==> config.mk <==
export PLATFORM = sky130hd
export DESIGN_NAME = alphabet_enum
export DESIGN_NICKNAME = d
export VERILOG_FILES = /design/src/rtl/alphabet_pkg.sv /design/src/rtl/alphabet_map_comb.sv /design/src/rtl/alphabet_enum.sv
export SDC_FILE = /design/constraint.sdc
export NUM_CORES = 1
export LEC_CHECK = 0
export BUFFER_PORTS_ARGS = -buffer_cell sky130_fd_sc_hd__buf_2
export CAP_MARGIN = 5
export CORE_MARGIN = 2
export CORE_UTILIZATION = 61
export CTS_CLUSTER_SIZE = 25
export DETAILED_ROUTE_END_ITERATION = 12
export PLACE_DENSITY = 0.84
export SYNTH_ARGS = -nofsm -noshare
export SYNTH_HDL_FRONTEND = slang
export SYNTH_SLANG_ARGS = --single-unit
==> constraint.sdc <==
create_clock -name clk -period 4.7 [get_ports clk]
set_clock_uncertainty 0.05 [all_clocks]
set_input_delay 0.47 -clock clk [delete_from_list [all_inputs] [get_ports clk]]
set_output_delay 0.47 -clock clk [all_outputs]
set_load 0.005 [all_outputs]
==> src/rtl/alphabet_pkg.sv <==
// Shared definitions for the alphabet grading map: widths, code constants,
// enumerator states and the forward map function.
package alphabet_pkg;

  localparam int D_W    = 6;
  localparam int S_W    = 3;
  localparam int CODE_W = 5;
  localparam int IDX_W  = D_W + S_W;

  localparam logic [CODE_W-1:0] CODE_NONE = 5'd0;
  localparam logic [CODE_W-1:0] CODE_A    = 5'd1;
  localparam logic [CODE_W-1:0] CODE_B    = 5'd2;
  localparam logic [CODE_W-1:0] CODE_C    = 5'd3;
  localparam logic [CODE_W-1:0] CODE_D    = 5'd4;
  localparam logic [CODE_W-1:0] CODE_E    = 5'd5;
  localparam logic [CODE_W-1:0] CODE_F    = 5'd6;
  localparam logic [CODE_W-1:0] CODE_G    = 5'd7;
  localparam logic [CODE_W-1:0] CODE_H    = 5'd8;
  localparam logic [CODE_W-1:0] CODE_I    = 5'd9;
  localparam logic [CODE_W-1:0] CODE_J    = 5'd10;

  typedef enum logic [1:0] {
    ST_IDLE,
    ST_SCAN,
    ST_HOLD
  } state_t;

  // S values 6 and 7 are outside every graded band, hence the outer guard.
  function automatic logic [CODE_W-1:0] alphabet_map(input logic [D_W-1:0] d,
                                                     input logic [S_W-1:0] s);
    logic [CODE_W-1:0] c;
    c = CODE_NONE;
    if (s <= 3'd5) begin
      if (d >= 6'd1 && d <= 6'd5)        c = d[CODE_W-1:0];
      else if (d >= 6'd6 && d <= 6'd7)   c = CODE_F;
      else if (d >= 6'd8 && d <= 6'd10)  c = (s == 3'd0) ? CODE_G : CODE_H;
      else if (d >= 6'd11 && d <= 6'd13) c = (s == 3'd0) ? CODE_I : CODE_J;
    end
    return c;
  endfunction

endpackage

==> src/rtl/alphabet_map_comb.sv <==
// Combinational forward alphabet map: (d, s) -> code.
module alphabet_map_comb
  import alphabet_pkg::*;
(
  input  logic [D_W-1:0]    d,
  input  logic [S_W-1:0]    s,
  output logic [CODE_W-1:0] code
);

  assign code = alphabet_map(d, s);

endmodule

==> src/rtl/alphabet_enum.sv <==
// Reverse-lookup enumerator: scans every {D,S} in ascending order and streams
// the pairs whose alphabet code equals the requested one, then pulses done.
module alphabet_enum
  import alphabet_pkg::*;
(
  input  logic              clk,
  input  logic              rst_n,
  input  logic              req_valid,
  output logic              req_ready,
  input  logic [CODE_W-1:0] req_code,
  input  logic              abort,
  output logic              out_valid,
  input  logic              out_ready,
  output logic [D_W-1:0]    out_d,
  output logic [S_W-1:0]    out_s,
  output logic              done,
  output logic [8:0]        match_count
);

  localparam logic [IDX_W-1:0] IDX_LAST = '1;

  state_t            state;
  logic [IDX_W-1:0]  idx;
  logic [CODE_W-1:0] code;
  logic [CODE_W-1:0] map_code;

  alphabet_map_comb u_map (
    .d    (idx[IDX_W-1:S_W]),
    .s    (idx[S_W-1:0]),
    .code (map_code)
  );

  assign req_ready = (state == ST_IDLE);

  always_ff @(posedge clk or negedge rst_n) begin
    if (!rst_n) begin
      state       <= ST_IDLE;
      idx         <= '0;
      code        <= '0;
      out_valid   <= 1'b0;
      out_d       <= '0;
      out_s       <= '0;
      done        <= 1'b0;
      match_count <= '0;
    end else begin
      done <= 1'b0;
      case (state)
        ST_IDLE: begin
          if (req_valid) begin
            code        <= req_code;
            idx         <= '0;
            match_count <= '0;
            state       <= ST_SCAN;
          end
        end
        ST_SCAN: begin
          if (abort) begin
            state <= ST_IDLE;
          end else if (map_code == code) begin
            out_d       <= idx[IDX_W-1:S_W];
            out_s       <= idx[S_W-1:0];
            out_valid   <= 1'b1;
            match_count <= match_count + 9'd1;
            state       <= ST_HOLD;
          end else if (idx == IDX_LAST) begin
            done  <= 1'b1;
            state <= ST_IDLE;
          end else begin
            idx <= idx + 1'b1;
          end
        end
        ST_HOLD: begin
          // Abort beats a simultaneous handshake; the pair still counts as delivered.
          if (abort) begin
            out_valid <= 1'b0;
            state     <= ST_IDLE;
          end else if (out_ready) begin
            out_valid <= 1'b0;
            if (idx == IDX_LAST) begin
              done  <= 1'b1;
              state <= ST_IDLE;
            end else begin
              idx   <= idx + 1'b1;
              state <= ST_SCAN;
            end
          end
        end
        default: state <= ST_IDLE;
      endcase
    end
  end

endmodule

==> flow_summary.json, run 1 <==
{
  "place.gp.congestion": 0.800,
  "ys_warn_count": 0,
  "cts_sinks": 36,
  "numPortBuffers": 30,
  "antenna_left": 0,
  "dpl_cell_area_mm2": 0.00234,
  "overflow": 0,
  "areaGrowthSynthToFinish_pct": 8.46,
  "start_util": 0.645,
  "crit_chain": "ha_1, nand3_1, nor2_1, and3_1, ha_1, nand2_1, nand3_1, or3b_2, a41o_1, or2_0, o41ai_2",
  "maxCapViolations": 0,
  "syn-num-nets": 244,
  "finalSetupViolations": 0,
  "period_needed_ns": 3.07,
  "post-route-drc-count": 0,
  "antenna_found_initial": 0,
  "nets": 271,
  "hold_violations": 0,
  "clkLatencyLatePin_ns": 0.35,
  "ir_drop_mv": 0.261,
  "die_h_um": 64.1,
  "fmax_ghz": 0.325,
  "fin_crit_sh": 0.654,
  "drt_first_iter_violations": 106,
  "drt-vias-per-instance": 5.97,
  "wirelength_um": 4380,
  "status": "finished clean",
  "grt_pass1_vias": 1649,
  "core_area_mm2": 0.00342,
  "ctsRootBufferMaster": "clkbuf_4",
  "leakage_uw": 0.00112,
  "path_max_fanout": 12,
  "antenna_cells": 0,
  "cts_tree": "done",
  "clk_pin_slew_ns": 0.10,
  "post_cts_buffers": 0,
  "path_buf_inv": 0,
  "cts_resized": 0,
  "drive_gt1_frac": 0.250,
  "wl_met2_um": 1960,
  "max_stage_delay_ns": 0.47,
  "ys_seq_area_frac": 0.409,
  "drt_first_pass_iters": 4,
  "rsz0062_at_grt": "false",
  "async_reset_ff_frac": 1.00,
  "ys.flop_type": "dfrtp_1",
  "cp-start-kind": "flop",
  "vias": 1779,
  "avgSynthCellArea_um2": 9.80,
  "synth_edf_count": 0,
  "clock_path_buffers": 2,
  "hp-class": "in -> async",
  "slew_viol_final": 0,
  "synthesis.area_mm2": 0.00220,
  "end_kind": "flop",
  "die_w_um": 64.1,
  "grt_max_degree": 37,
  "dp_hpwl_um": 3110,
  "tns_ns": 0,
  "critical_path_required_ns": 4.91,
  "ys_types": 54,
  "cp_slowest_cell": "dfrtp_1",
  "wl_met3_um": 256,
  "top_layer_used": "met4",
  "rows": 21,
  "cts_buffers": 5,
  "syn_inst": 225,
  "grt_pass1_wl_um": 7620,
  "path_class": "reg -> reg",
  "wl_per_cell_um": 14.7,
  "powerDensity_mw_per_mm2": 419,
  "cp_data_arrival_time_ns": 3.28,
  "grt_util_all_layers": 0.239,
  "ctsHtreeMaxLevel": 2,
  "worstMarginPinSlew_ns": 0.766,
  "postCtsHoldBufs": 0,
  "design_area_mm2": 0.00239,
  "io_pins": 31,
  "path_delay_family": "simple AND/OR/NAND/NOR gates",
  "maxSlewHeadroom": 0.489,
  "met1Wirelength_um": 2080,
  "ys_ff_latch": 36,
  "die-area_mm2": 0.00411
}
-- stage by stage --
| stage | setup WS [ns] | std cells | hold WS, ns | total power (uW) | utilization |
|---|---|---|---|---|---|
| final | 1.63 | 298 | 0.132 | 1000 | 0.700 |
| after global routing | 1.39 | 298 | 0.200 | 1080 | 0.700 |
| after CTS | 1.64 | 298 | 0.161 | 1000 | 0.700 |
| after detailed placement | 1.66 | 291 | 0.431 | 848 | 0.686 |
| after global placement | 1.78 | 291 | 0.419 | 834 | 0.686 |
| after floorplan | 2.06 | 225 | 0.124 | 749 | - |
-- flip-flops by register name, summed over array words and instances, names as in the netlist --
name / flops
idx: 9
state: 2
out_s: 3
out_d: 6
match_count: 9
out_valid: 1
done: 1
code: 5
-- per-layer routing --
layer / track usage / up-vias
met5: 0 / -
met3: 0.0634 / 9
met2: 0.370 / 60
met1: 0.323 / 836
met4: 0.0931 / 0
li1: - / 874
-- final timing paths --
kind,startpoint,endpoint,slack [ns],cells after the start
max,idx[0],idx[6],1.63,11
min,rst_n,code[1],0.13,1
max reg2reg,idx[0],idx[6],1.63,11
min reg2reg,out_d[4],out_d[4],0.45,1
max in group asynchronous,rst_n,idx[8],3.98,1
min in group clk,req_code[1],code[1],0.30,2
-- cell type report --
cell class              instances  area, um2
repair buffers                 30        150
inverters                       9       33.8
clock inverters                 1       5.00
well taps                      46       57.6
fillers                       286       1020
clock buffers                   6       41.3
flip-flops and latches         36        901
multi-input cells             170       1200
-- cell usage after synthesis (3+ instances only) --
cell,n,area share
a31oi_1,4,0.011
o31ai_1,3,0.010
buf_6,3,0.015
inv_1,9,0.015
o21a_1,3,0.010
clkbuf_1,3,0.0051
ha_1,9,0.051
nor2b_1,3,0.0085
buf_2,3,0.0068
mux2_2,13,0.066
o21ai_0,21,0.048
and3_1,5,0.014
nand3_1,9,0.020
nand2b_1,6,0.017
a21oi_1,8,0.018
nor3_1,6,0.014
or3_1,5,0.014
nand2_1,14,0.024
nor2_1,19,0.032
dfrtp_1,36,0.41
-- cell usage in the layout, fill, tap and decap left out, drive strengths merged, types with 3 or more instances in the layout --
cell type  netlist  final
a21oi            9      9
a31oi            5      5
and3             6      6
buf              7     30
clkbuf           3      6
dfrtp           36     36
ha               9      9
inv              9      9
mux2            15     15
nand2           16     16
nand2b           6      6
nand3            9      9
nor2            19     19
nor2b            4      4
nor3             6      6
o21a             3      3
o21ai           21     21
o31ai            4      4
or3              5      5
or4              3      3
-- cells by family (layout without fill, tap and decap cells) --
family / after synthesis / in the layout / synth area share
buffers and inverters: 19 / 46 / 0.0460
AO/OA/AOI/OAI: 57 / 57 / 0.189
multiplexers: 16 / 16 / 0.0812
flip-flops: 36 / 36 / 0.409
AND/OR/NAND/NOR: 87 / 87 / 0.220
adder cells (fa/ha/maj): 9 / 9 / 0.0511
XOR/XNOR: 1 / 1 / 0.00397
-- where the power goes --
part / internal (uW) / total, uW / switching [uW]
combinational: 176 / 424 / 248
sequential: 360 / 424 / 63.7
clock: 55.0 / 155 / 99.8
Note: power is estimated with default switching activity, not from simulation.
==> inputs of run 2 (changes only) <==
- ABC_AREA: not set -> 1
- CORE_UTILIZATION: 61 -> 57
- PLACE_DENSITY: 0.84 -> 0.79
- clock period: 4.7 -> 2.98 ns (I/O delays scaled with it)
==> run 2 against run 1 <==
Net effect:
- worst hold slack got worse by 0.096 ns
- power rose by 100%
- routed wire length fell by 1.7%
- via count rose by 5.6%
- global-route usage fell by 2.0 points
- synthesized area rose by 1.2%
- combinational power rose by 110%
- sequential share of layout area fell by 1.7 points
- synthesized cell count rose by 26%
- maximum frequency rose by 28%
- critical path depth rose by 3
- first-iteration DRC count rose by 7.5%
==> flow_summary.json, run 2 <==
{
  "status": "finished clean",
  "drt-vias-per-instance": 5.16,
  "cp-start-kind": "flop",
  "hp-class": "in -> async",
  "ys_warn_count": 0,
  "final_common_cell": "nand2_1",
  "leakage_uw": 0.00129,
  "ys_seq_area_frac": 0.404,
  "r2r_slack_ns": 0.58,
  "cts_tree": "done",
  "ctsHtreeMaxLevel": 2,
  "dp_hpwl_um": 3150,
  "antenna_found_initial": 0,
  "die-area_mm2": 0.00443,
  "wl_per_cell_um": 11.8,
  "slew_viol_final": 0,
  "path_delay_family": "simple AND/OR/NAND/NOR gates",
  "end_kind": "flop",
  "overflow": 0,
  "path_max_fanout": 18,
  "maxSlewHeadroom": 0.471,
  "reg2reg_to": "idx[5]",
  "crit_chain": "ha_1, inv_1, nor3_1, inv_1, nor2_1, nand2_1, nor3_1, ha_1, nand2_1, nand2_1, nor4_1, nand2_4, nor2_1, a21oi_1",
  "cts_buffers": 5,
  "period_needed_ns": 2.40,
  "rows": 22,
  "die_h_um": 66.6,
  "postCtsHoldBufs": 0,
  "clock_path_buffers": 2,
  "cp_slowest_cell": "dfrtp_1",
  "cts_sinks": 36,
  "antenna_cells": 0,
  "maxCapViolations": 0,
  "die_w_um": 66.6,
  "fin_crit_sh": 0.807,
  "dpl_cell_area_mm2": 0.00239,
  "design_area_mm2": 0.00250,
  "grt_util_all_layers": 0.219,
  "wirelength_um": 4300,
  "nets": 334,
  "post-route-drc-count": 0,
  "post_cts_buffers": 0,
  "place.gp.congestion": 0.891,
  "ir_drop_mv": 0.415,
  "ys_types": 27,
  "drt_first_pass_iters": 4,
  "synth_top_area_cell": "dfrtp_1",
  "ys.flop_type": "dfrtp_1",
  "reg2reg_depth": 14,
  "clk_pin_slew_ns": 0.08,
  "ctsRootBufferMaster": "clkbuf_8",
  "async_reset_ff_frac": 1.00,
  "synth_top_area_share": 0.404,
  "synth_top_cells_by_count": "nand2_1, dfrtp_1, inv_1, nor2_1, nand3_1",
  "drt_first_iter_violations": 114,
  "grt_pass1_vias": 1687,
  "antenna_left": 0,
  "synthesis.area_mm2": 0.00223,
  "path_buf_inv": 2,
  "yosysMostFrequentCell": "nand2_1",
  "ys_ff_latch": 36,
  "hold_violations": 0,
  "avgSynthCellArea_um2": 7.86,
  "max_stage_delay_ns": 0.45,
  "reg_top3": "idx x9, match_count x9, out_d x6",
  "areaGrowthSynthToFinish_pct": 12.1,
  "reg2reg_from": "idx[0]",
  "clkLatencyLatePin_ns": 0.29,
  "synth.area.top_cells": "dfrtp_1, nand2_1, o21ai_2",
  "rsz0062_at_grt": "false",
  "vias": 1879,
  "synth_edf_count": 0,
  "grt_pass1_wl_um": 7310,
  "io_pins": 31,
  "path_class": "reg -> reg",
  "tns_ns": 0,
  "syn_inst": 284,
  "powerDensity_mw_per_mm2": 809,
  "critical_path_required_ns": 3.11,
  "grt_max_degree": 37,
  "start_util": 0.601,
  "cts_resized": 0,
  "final_cell_mix": "nand2_1, dfrtp_1, inv_1, buf_2, nor2_1",
  "worstMarginPinSlew_ns": 0.794,
  "fillCellCount": 317,
  "cp_data_arrival_time_ns": 2.53,
  "drive_gt1_frac": 0.244,
  "cp_common_cell": "nand2_1",
  "finalSetupViolations": 0,
  "numPortBuffers": 30,
  "syn-num-nets": 303,
  "core_area_mm2": 0.00372,
  "fmax_ghz": 0.416
}
[run 2: cell count changes after synthesis, moves of 4 or more]
cell / previous run / this run
nand4_1: 2 / 7
nand2_1: 14 / 75
inv_1: 9 / 32
o21ai_1: 0 / 9
nand2b_1: 6 / 0
nand2_2: 1 / 5
nand3_1: 9 / 19
or3_1: 5 / 0
inv_2: 0 / 4
o21ai_2: 0 / 17
mux2_2: 13 / 0
o21ai_0: 21 / 6
and3_1: 5 / 0
[run 2: how the worst max path moves through the flow]
stage | startpoint | to | slack (ns) | cells past startpoint
3_3_place_gp | idx[0] | idx[5] | 0.69 | 14
3_5_place_dp | idx[0] | idx[6] | 0.57 | 14
4_1_cts | idx[0] | idx[5] | 0.56 | 14
6_report | idx[0] | idx[5] | 0.58 | 14
5_1_grt | idx[0] | idx[5] | 0.35 | 14
2_1_floorplan | idx[0] | idx[8] | 0.76 | 15
[run 2: metrics by stage]
step	utilization	hold slack, ns	std cells	setup slack (ns)	power, uW
6_report	0.673	0.0359	364	0.576	2020
5_1_grt	0.673	0.0994	364	0.352	2200
4_1_cts	0.673	0.0656	364	0.557	2030
3_5_place_dp	0.643	0.380	356	0.569	1600
3_3_place_gp	0.643	0.380	356	0.693	1580
2_1_floorplan	-	-0.0476	284	0.764	1430
[run 2: power breakdown]
part,internal (uW),switching (uW)
logic,297,592
clock network,248,188
registers,598,101
total,1140,882
[run 2: per-layer routing]
layer	global-route usage	vias up	share of wire
met3	0.0591	6	0.041
met5	0	-	0
li1	-	984	-
met1	0.256	854	0.47
met2	0.383	35	0.48
met4	0.0816	0	0.014
[run 2: cell families (layout without fill, tap and decap cells)]
logic type                 after synthesis  after routing  share of synthesized area
adders and majority gates                9              9                     0.0504
DFF                                     36             36                      0.404
buffers and inverters                   42             74                     0.0841
AOI/OAI and AO/OA                       44             44                      0.129
xor gates and xnor gates                 3              3                     0.0118
and+or+nand+nor                        150            150                      0.321
[run 2: layout make-up]
class	count	area (um2)	area share
clock buffers	5	68.8	0.0275
clock inverters	3	42.5	0.0170
inverters	36	135	0.0540
multi-input cells	206	1140	0.457
flip-flops and latches	36	901	0.360
well taps	48	60.1	0.0240
repair buffers	30	150	0.0600
